==> config.mk <==
export PLATFORM = sky130hd
export DESIGN_NAME = led_breathe
export DESIGN_NICKNAME = d
export VERILOG_FILES = /design/src/rtl/led_breathe.sv
export SDC_FILE = /design/constraint.sdc
export NUM_CORES = 1
export LEC_CHECK = 0
export BUFFER_PORTS_ARGS = -buffer_cell sky130_fd_sc_hd__buf_2
export CAP_MARGIN = 5
export CORE_UTILIZATION = 52
export DETAILED_ROUTE_END_ITERATION = 12
export PLACE_DENSITY = 0.7
export SLEW_MARGIN = 20
export SYNTH_ARGS = -nofsm -noshare
export SYNTH_HDL_FRONTEND = slang
export SYNTH_SLANG_ARGS = --single-unit
==> constraint.sdc <==
create_clock -name clk -period 3.6 [get_ports clk]
set_clock_uncertainty 0.05 [all_clocks]
set_input_delay 0.54 -clock clk [delete_from_list [all_inputs] [get_ports clk]]
set_output_delay 0.54 -clock clk [all_outputs]
set_load 0.02 [all_outputs]
==> src/rtl/led_breathe.sv <==
// led_breathe: breathing PWM LED driver; duty ramps up, holds, ramps down, holds,
// and pulses breath_done once per completed breath.
module led_breathe #(
    parameter int PWM_BITS   = 8,
    parameter int RAMP_DIV   = 46875,
    parameter int HOLD_STEPS = 64
) (
    input  logic                clk,
    input  logic                reset,
    input  logic                en,
    output logic                led,
    output logic [PWM_BITS-1:0] duty,
    output logic [2:0]          phase,
    output logic                breath_done
);
    localparam int PRE_W  = (RAMP_DIV > 1) ? $clog2(RAMP_DIV) : 1;
    localparam int HOLD_W = (HOLD_STEPS > 1) ? $clog2(HOLD_STEPS) : 1;
    localparam logic [PWM_BITS-1:0] MAX      = '1;
    localparam logic [PWM_BITS-1:0] ONE      = PWM_BITS'(1);
    localparam logic [PWM_BITS-1:0] MAX_M1   = MAX - ONE;
    localparam logic [PRE_W-1:0]    PRE_LAST = PRE_W'(RAMP_DIV - 1);
    localparam logic [HOLD_W-1:0]   HOLD_LAST = HOLD_W'(HOLD_STEPS - 1);

    typedef enum logic [2:0] {
        OFF     = 3'd0,
        RISE    = 3'd1,
        HOLD_HI = 3'd2,
        FALL    = 3'd3,
        HOLD_LO = 3'd4
    } state_t;

    state_t              state, state_n;
    logic [PWM_BITS-1:0] pwm_cnt, duty_q, duty_n;
    logic [PRE_W-1:0]    pre_cnt, pre_n;
    logic [HOLD_W-1:0]   hold_cnt, hold_n;
    logic                step, done_n;

    assign step  = pre_cnt == PRE_LAST;
    assign phase = state;

    // Ramps end on the step that reaches the extreme, so each ramp is MAX steps long.
    always_comb begin
        state_n = state;
        duty_n  = duty;
        hold_n  = hold_cnt;
        done_n  = 1'b0;
        pre_n   = (state == OFF || step) ? '0 : pre_cnt + 1'b1;
        if (!en) begin
            state_n = OFF;
            duty_n  = '0;
            hold_n  = '0;
            pre_n   = '0;
        end else begin
            case (state)
                OFF: begin
                    state_n = RISE;
                    duty_n  = '0;
                end
                RISE: if (step) begin
                    duty_n = (duty == MAX) ? MAX : duty + ONE;
                    if (duty >= MAX_M1) begin
                        state_n = HOLD_HI;
                        hold_n  = '0;
                    end
                end
                HOLD_HI: if (step) begin
                    hold_n  = hold_cnt + 1'b1;
                    state_n = (hold_cnt == HOLD_LAST) ? FALL : HOLD_HI;
                end
                FALL: if (step) begin
                    duty_n = (duty == '0) ? '0 : duty - ONE;
                    if (duty <= ONE) begin
                        state_n = HOLD_LO;
                        hold_n  = '0;
                    end
                end
                HOLD_LO: if (step) begin
                    hold_n = hold_cnt + 1'b1;
                    if (hold_cnt == HOLD_LAST) begin
                        state_n = RISE;
                        done_n  = 1'b1;
                    end
                end
                default: begin
                    state_n = OFF;
                    duty_n  = '0;
                    hold_n  = '0;
                end
            endcase
        end
    end

    always_ff @(posedge clk) begin
        if (reset) begin
            state       <= OFF;
            duty        <= '0;
            pre_cnt     <= '0;
            hold_cnt    <= '0;
            breath_done <= 1'b0;
            pwm_cnt     <= '0;
            duty_q      <= '0;
            led         <= 1'b0;
        end else begin
            state       <= state_n;
            duty        <= duty_n;
            pre_cnt     <= pre_n;
            hold_cnt    <= hold_n;
            breath_done <= done_n;
            pwm_cnt     <= pwm_cnt + 1'b1;
            if (pwm_cnt == MAX)
                duty_q <= duty;
            led         <= pwm_cnt < duty_q;
        end
    end
endmodule

==> report_table.html <==
<table>
<tr><th>Metric</th><th>Value</th></tr>
<tr><th colspan="2">Yosys</th></tr>
<tr><td>Post-synth top flop</td><td>sky130_fd_sc_hd__dfxtp_1</td></tr>
<tr><td>Synth Area per Inst</td><td>about 8.3 µm²</td></tr>
<tr><td>Top post-synthesis cells by count</td><td>52 x sky130_fd_sc_hd__nor2_1, 51 x sky130_fd_sc_hd__dfxtp_1, 23 x sky130_fd_sc_hd__o21ai_0, 20 x sky130_fd_sc_hd__a21oi_1, 17 x sky130_fd_sc_hd__nand3_1</td></tr>
<tr><td>Yosys warnings</td><td>0</td></tr>
<tr><td>Mapped Nets</td><td>around 360</td></tr>
<tr><td>Post-synth top area share</td><td>35.9%</td></tr>
<tr><td>Top-count cell post-synth</td><td>sky130_fd_sc_hd__nor2_1</td></tr>
<tr><td>Synthesized instance count</td><td>around 340</td></tr>
<tr><td>Number of enable-type register cells in the synthesized netlist</td><td>0</td></tr>
<tr><td>Share of synthesized registers carrying an async set or reset</td><td>0%</td></tr>
<tr><td>Most area-hungry cell type in the Yosys netlist</td><td>sky130_fd_sc_hd__dfxtp_1</td></tr>
<tr><td>Area contributors post-synth</td><td>sky130_fd_sc_hd__dfxtp_1 36%, sky130_fd_sc_hd__nor2_1 6.9%, sky130_fd_sc_hd__ha_1 6.6%</td></tr>
<tr><td>Syn Std Cell Area</td><td>2840 µm²</td></tr>
<tr><td>Count of state elements after synthesis</td><td>about 50</td></tr>
<tr><td>Seq/Total Area, Yosys</td><td>35.9%</td></tr>
<tr><td>Number of unique standard cell types used by synthesis</td><td>54</td></tr>
<tr><th colspan="2">Floorplanning</th></tr>
<tr><td>Horiz. Die Dim</td><td>76.0 µm</td></tr>
<tr><td>Core region area</td><td>a little over 5000 µm²</td></tr>
<tr><td>Chip height</td><td>76.0 µm</td></tr>
<tr><td>I/O Pins</td><td>16</td></tr>
<tr><td>Number of cell rows</td><td>26</td></tr>
<tr><td>Effective utilization at floorplan</td><td>around 55%</td></tr>
<tr><td>Overall die area</td><td>slightly below 6000 µm²</td></tr>
<tr><th colspan="2">GRT</th></tr>
<tr><td>Number of global-route vias before repair</td><td>between 2k and 2.5k</td></tr>
<tr><td>Largest net degree at the start of global routing</td><td>22</td></tr>
<tr><td>Global route overflow</td><td>0</td></tr>
<tr><td>Global-route wire length before repair</td><td>10300 µm</td></tr>
<tr><td>Global routing usage summed across all routing layers</td><td>21.6%</td></tr>
<tr><td>Antenna violations before repair</td><td>0</td></tr>
<tr><th colspan="2">Detailed routing</th></tr>
<tr><td>Pre-Repair DR Iteration Count</td><td>5</td></tr>
<tr><td>Routed len/inst</td><td>~14 µm</td></tr>
<tr><td>Number of nets still failing antenna checks after routing</td><td>0</td></tr>
<tr><td>Vias per Instance</td><td>5.69</td></tr>
<tr><td>1st-iter DRT viols</td><td>120</td></tr>
<tr><td>Via count</td><td>~2.4k</td></tr>
<tr><td>DRC violation count after routing</td><td>0</td></tr>
<tr><td>DRT Wirelength</td><td>5790 µm</td></tr>
<tr><th colspan="2">Worst setup path</th></tr>
<tr><td>Start point of the critical path</td><td>phase[1]</td></tr>
<tr><td>Worst Path Arrival</td><td>2540 ps</td></tr>
<tr><td>Family of cells with the greatest summed delay on the critical path</td><td>simple AND/OR/NAND/NOR gates</td></tr>
<tr><td>Maximum fanout along the worst path</td><td>18</td></tr>
<tr><td>Crit path buf inv count</td><td>0</td></tr>
<tr><td>Worst Reg-to-Reg Cells</td><td>4</td></tr>
<tr><td>Kind of capture point of the worst setup path</td><td>register</td></tr>
<tr><td>WP data required</td><td>roughly 3800 ps</td></tr>
<tr><td>Crit Path Class</td><td>reg2reg</td></tr>
<tr><td>Worst reg2reg path startpoint</td><td>phase[1]</td></tr>
<tr><td>Logic depth of the worst setup path including buffers</td><td>4</td></tr>
<tr><td>Critical path launch point type</td><td>register</td></tr>
<tr><td>CP Cell Sequence</td><td>or3b_1 &gt; nor3_1 &gt; a2111oi_0 &gt; a211oi_1</td></tr>
<tr><td>Worst path max stage delay</td><td>~770 ps</td></tr>
<tr><td>Slowest cell on crit path</td><td>sky130_fd_sc_hd__nor3_1</td></tr>
<tr><th colspan="2">Placement</th></tr>
<tr><td>Final estimated routing congestion in global placement</td><td>roughly 0.85</td></tr>
<tr><td>Count of buffers inserted at the top-level ports</td><td>15</td></tr>
<tr><td>Placed Instances</td><td>around 410</td></tr>
<tr><td>HPWL after detailed placement</td><td>roughly 4100 µm</td></tr>
<tr><th colspan="2">Worst hold path</th></tr>
<tr><td>Worst hold start</td><td>pwm_cnt[0]</td></tr>
<tr><td>Cell depth of the worst min-delay path</td><td>1</td></tr>
<tr><td>Class of the most critical hold timing path</td><td>reg2reg</td></tr>
<tr><th colspan="2">STA</th></tr>
<tr><td>Transition time of the tightest slew-check pin</td><td>~880 ps</td></tr>
<tr><td>Max Clock Freq</td><td>between 400 and 500 MHz</td></tr>
<tr><td>Max-Slew Margin vs Limit</td><td>40.7%</td></tr>
<tr><td>Post-route fraction of the period consumed by the critical path</td><td>about two thirds</td></tr>
<tr><td>RSZ-0062 raised after global routing</td><td>no</td></tr>
<tr><td>Final slew viol count</td><td>0</td></tr>
<tr><td>Total negative slack for setup checks</td><td>0 ps</td></tr>
<tr><td>Number of hold violations in the final report</td><td>0</td></tr>
<tr><td># setup viols final</td><td>0</td></tr>
<tr><td>Final critical path time including I/O delays and setup</td><td>roughly 2400 ps</td></tr>
<tr><th colspan="2">Clocking</th></tr>
<tr><td>Cts bufs inserted</td><td>5</td></tr>
<tr><td>Post-CTS Hold Fix Bufs</td><td>0</td></tr>
<tr><td>Sink count of the clock tree</td><td>51</td></tr>
<tr><td>Number of cells upsized or downsized after cts</td><td>0</td></tr>
<tr><td>Clock latency at the later pin of the worst-skew pair</td><td>around 300 ps</td></tr>
<tr><td>Post-CTS Setup Repair Bufs</td><td>0</td></tr>
<tr><td>Root Buffer Master</td><td>sky130_fd_sc_hd__clkbuf_8</td></tr>
<tr><td>Clock tree from TritonCTS</td><td>done</td></tr>
<tr><td>Clock Path Buffers</td><td>2</td></tr>
<tr><td>Number of H-tree branching levels</td><td>2</td></tr>
<tr><td>Clk pin slew, worst setup/hold paths</td><td>80 ps</td></tr>
<tr><th colspan="2">Pwr</th></tr>
<tr><td>Switching Power</td><td>0.000252 W</td></tr>
<tr><td>Switching fraction of total power</td><td>25.4%</td></tr>
<tr><td>Internal power</td><td>around 0.00074 W</td></tr>
<tr><td>Sequential Power Share</td><td>around three fifths</td></tr>
<tr><td>Max rail drop VDD</td><td>0.242 mV</td></tr>
<tr><td>Clock network fraction of design power</td><td>between 30% and 40%</td></tr>
<tr><td>Part of the power in combinational logic</td><td>approximately 10%</td></tr>
<tr><td>Post-route total power</td><td>~0.001 W</td></tr>
<tr><td>Total power divided by cell area</td><td>~330 nW/µm²</td></tr>
<tr><td>Total leakage power</td><td>between 1 and 1.5 nW</td></tr>
<tr><th colspan="2">Finish</th></tr>
<tr><td>Antenna diode instance count</td><td>0</td></tr>
<tr><td>Non-filler instance count after layout</td><td>between 400 and 500</td></tr>
<tr><td>Synthesis-to-finish area growth</td><td>5.90%</td></tr>
<tr><td>Layout cell share with drive strength beyond 1</td><td>about 8.6%</td></tr>
<tr><td>End-of-flow core utilization</td><td>about three fifths</td></tr>
<tr><td>Net count of the finished layout</td><td>around 370</td></tr>
<tr><th colspan="2">Run</th></tr>
<tr><td>Max-cap violations</td><td>0</td></tr>
<tr><th colspan="2">Status</th></tr>
<tr><td>Outcome</td><td>completed</td></tr>
</table>
per-stage QoR:
stage	setup slack (ps)	hold WS [ps]	area, µm²
2_1_floorplan	1420	375	2840
3_3_place_gp	1330	396	2940
4_1_cts	1230	427	3010
6_report	1220	420	3010
3_5_place_dp	1270	406	2940
5_1_grt	967	471	3010
logic make-up after synthesis:
logic type                 synth area share [%]
and+or+nand+nor                            26.9
AOI/OAI and AO/OA                          15.5
DFF                                        35.9
buffers and inverters                      4.49
xor gates and xnor gates                   7.08
adders and majority gates                  6.60
muxes                                      3.52
cell usage in the layout, fill, tap and decap left out, types with 2 or more instances in the layout:
| master | count |
|---|---|
| sky130_fd_sc_hd__nor2_1 | 52 |
| sky130_fd_sc_hd__dfxtp_1 | 51 |
| sky130_fd_sc_hd__o21ai_0 | 23 |
| sky130_fd_sc_hd__a21oi_1 | 20 |
| sky130_fd_sc_hd__nand3_1 | 17 |
| sky130_fd_sc_hd__nand2_1 | 16 |
| sky130_fd_sc_hd__inv_1 | 15 |
| sky130_fd_sc_hd__ha_1 | 15 |
| sky130_fd_sc_hd__buf_2 | 15 |
| sky130_fd_sc_hd__xor2_1 | 14 |
| sky130_fd_sc_hd__mux2i_1 | 10 |
| sky130_fd_sc_hd__xnor2_1 | 9 |
| sky130_fd_sc_hd__nand4_1 | 8 |
| sky130_fd_sc_hd__nor3_1 | 7 |
| sky130_fd_sc_hd__a211oi_1 | 6 |
| sky130_fd_sc_hd__nor4_1 | 5 |
| sky130_fd_sc_hd__or3_1 | 5 |
| sky130_fd_sc_hd__and3_1 | 5 |
| sky130_fd_sc_hd__clkbuf_8 | 5 |
| sky130_fd_sc_hd__nor2b_1 | 4 |
| sky130_fd_sc_hd__nand2b_1 | 3 |
| sky130_fd_sc_hd__a21o_1 | 3 |
| sky130_fd_sc_hd__and4_1 | 3 |
| sky130_fd_sc_hd__o211ai_1 | 3 |
| sky130_fd_sc_hd__nor4bb_1 | 2 |
| sky130_fd_sc_hd__nor4b_1 | 2 |
| sky130_fd_sc_hd__and3b_1 | 2 |
| sky130_fd_sc_hd__nand3b_1 | 2 |
| sky130_fd_sc_hd__a32oi_1 | 2 |
| sky130_fd_sc_hd__or2_2 | 2 |
flip-flops by register name, indices dropped and copies added, names as in the netlist:
register and count:
breath_done 1, led 1, duty_q 8, duty 8, phase 3, pwm_cnt 8, hold_cnt 6, pre_cnt 16
area by class of cell:
class,instances,area (µm²)
Tap cell,70,87.6
Inverter,16,60.1
Fill cell,480,2160
Sequential cell,51,1020
Multi-Input combinational cell,262,1700
Clock buffer,6,72.6
Timing Repair Buffer,15,75.1
path summary, 6_finish.rpt:
| path | slack (ps) | end |
|---|---|---|
| max | 1220 | duty[1] |
| min | 420 | pwm_cnt[0] |
| max reg2reg | 1220 | duty[1] |
| min reg2reg | 420 | pwm_cnt[0] |
routing by layer:
metal | up-vias | track usage, % | routed length [µm]
met5 | - | 0 | 0
met4 | 0 | 8.08 | 46
met3 | 4 | 3.73 | 193
met2 | 42 | 35.2 | 2720
met1 | 1115 | 28.5 | 2840
li1 | 1229 | - | -
power groups by stage:
| stage | combinational, W | sequential (W) | clock, W |
|---|---|---|---|
| after floorplan | 0.0000746 | 0.000599 | 0 |
| after CTS | 0.0000992 | 0.000587 | 0.000320 |
| final | 0.0000993 | 0.000587 | 0.000304 |
| after global placement | 0.0000971 | 0.000600 | 0 |
| after global routing | 0.000112 | 0.000589 | 0.000341 |
| after detailed placement | 0.0000988 | 0.000600 | 0 |
Power figures use the tool's default switching activity.
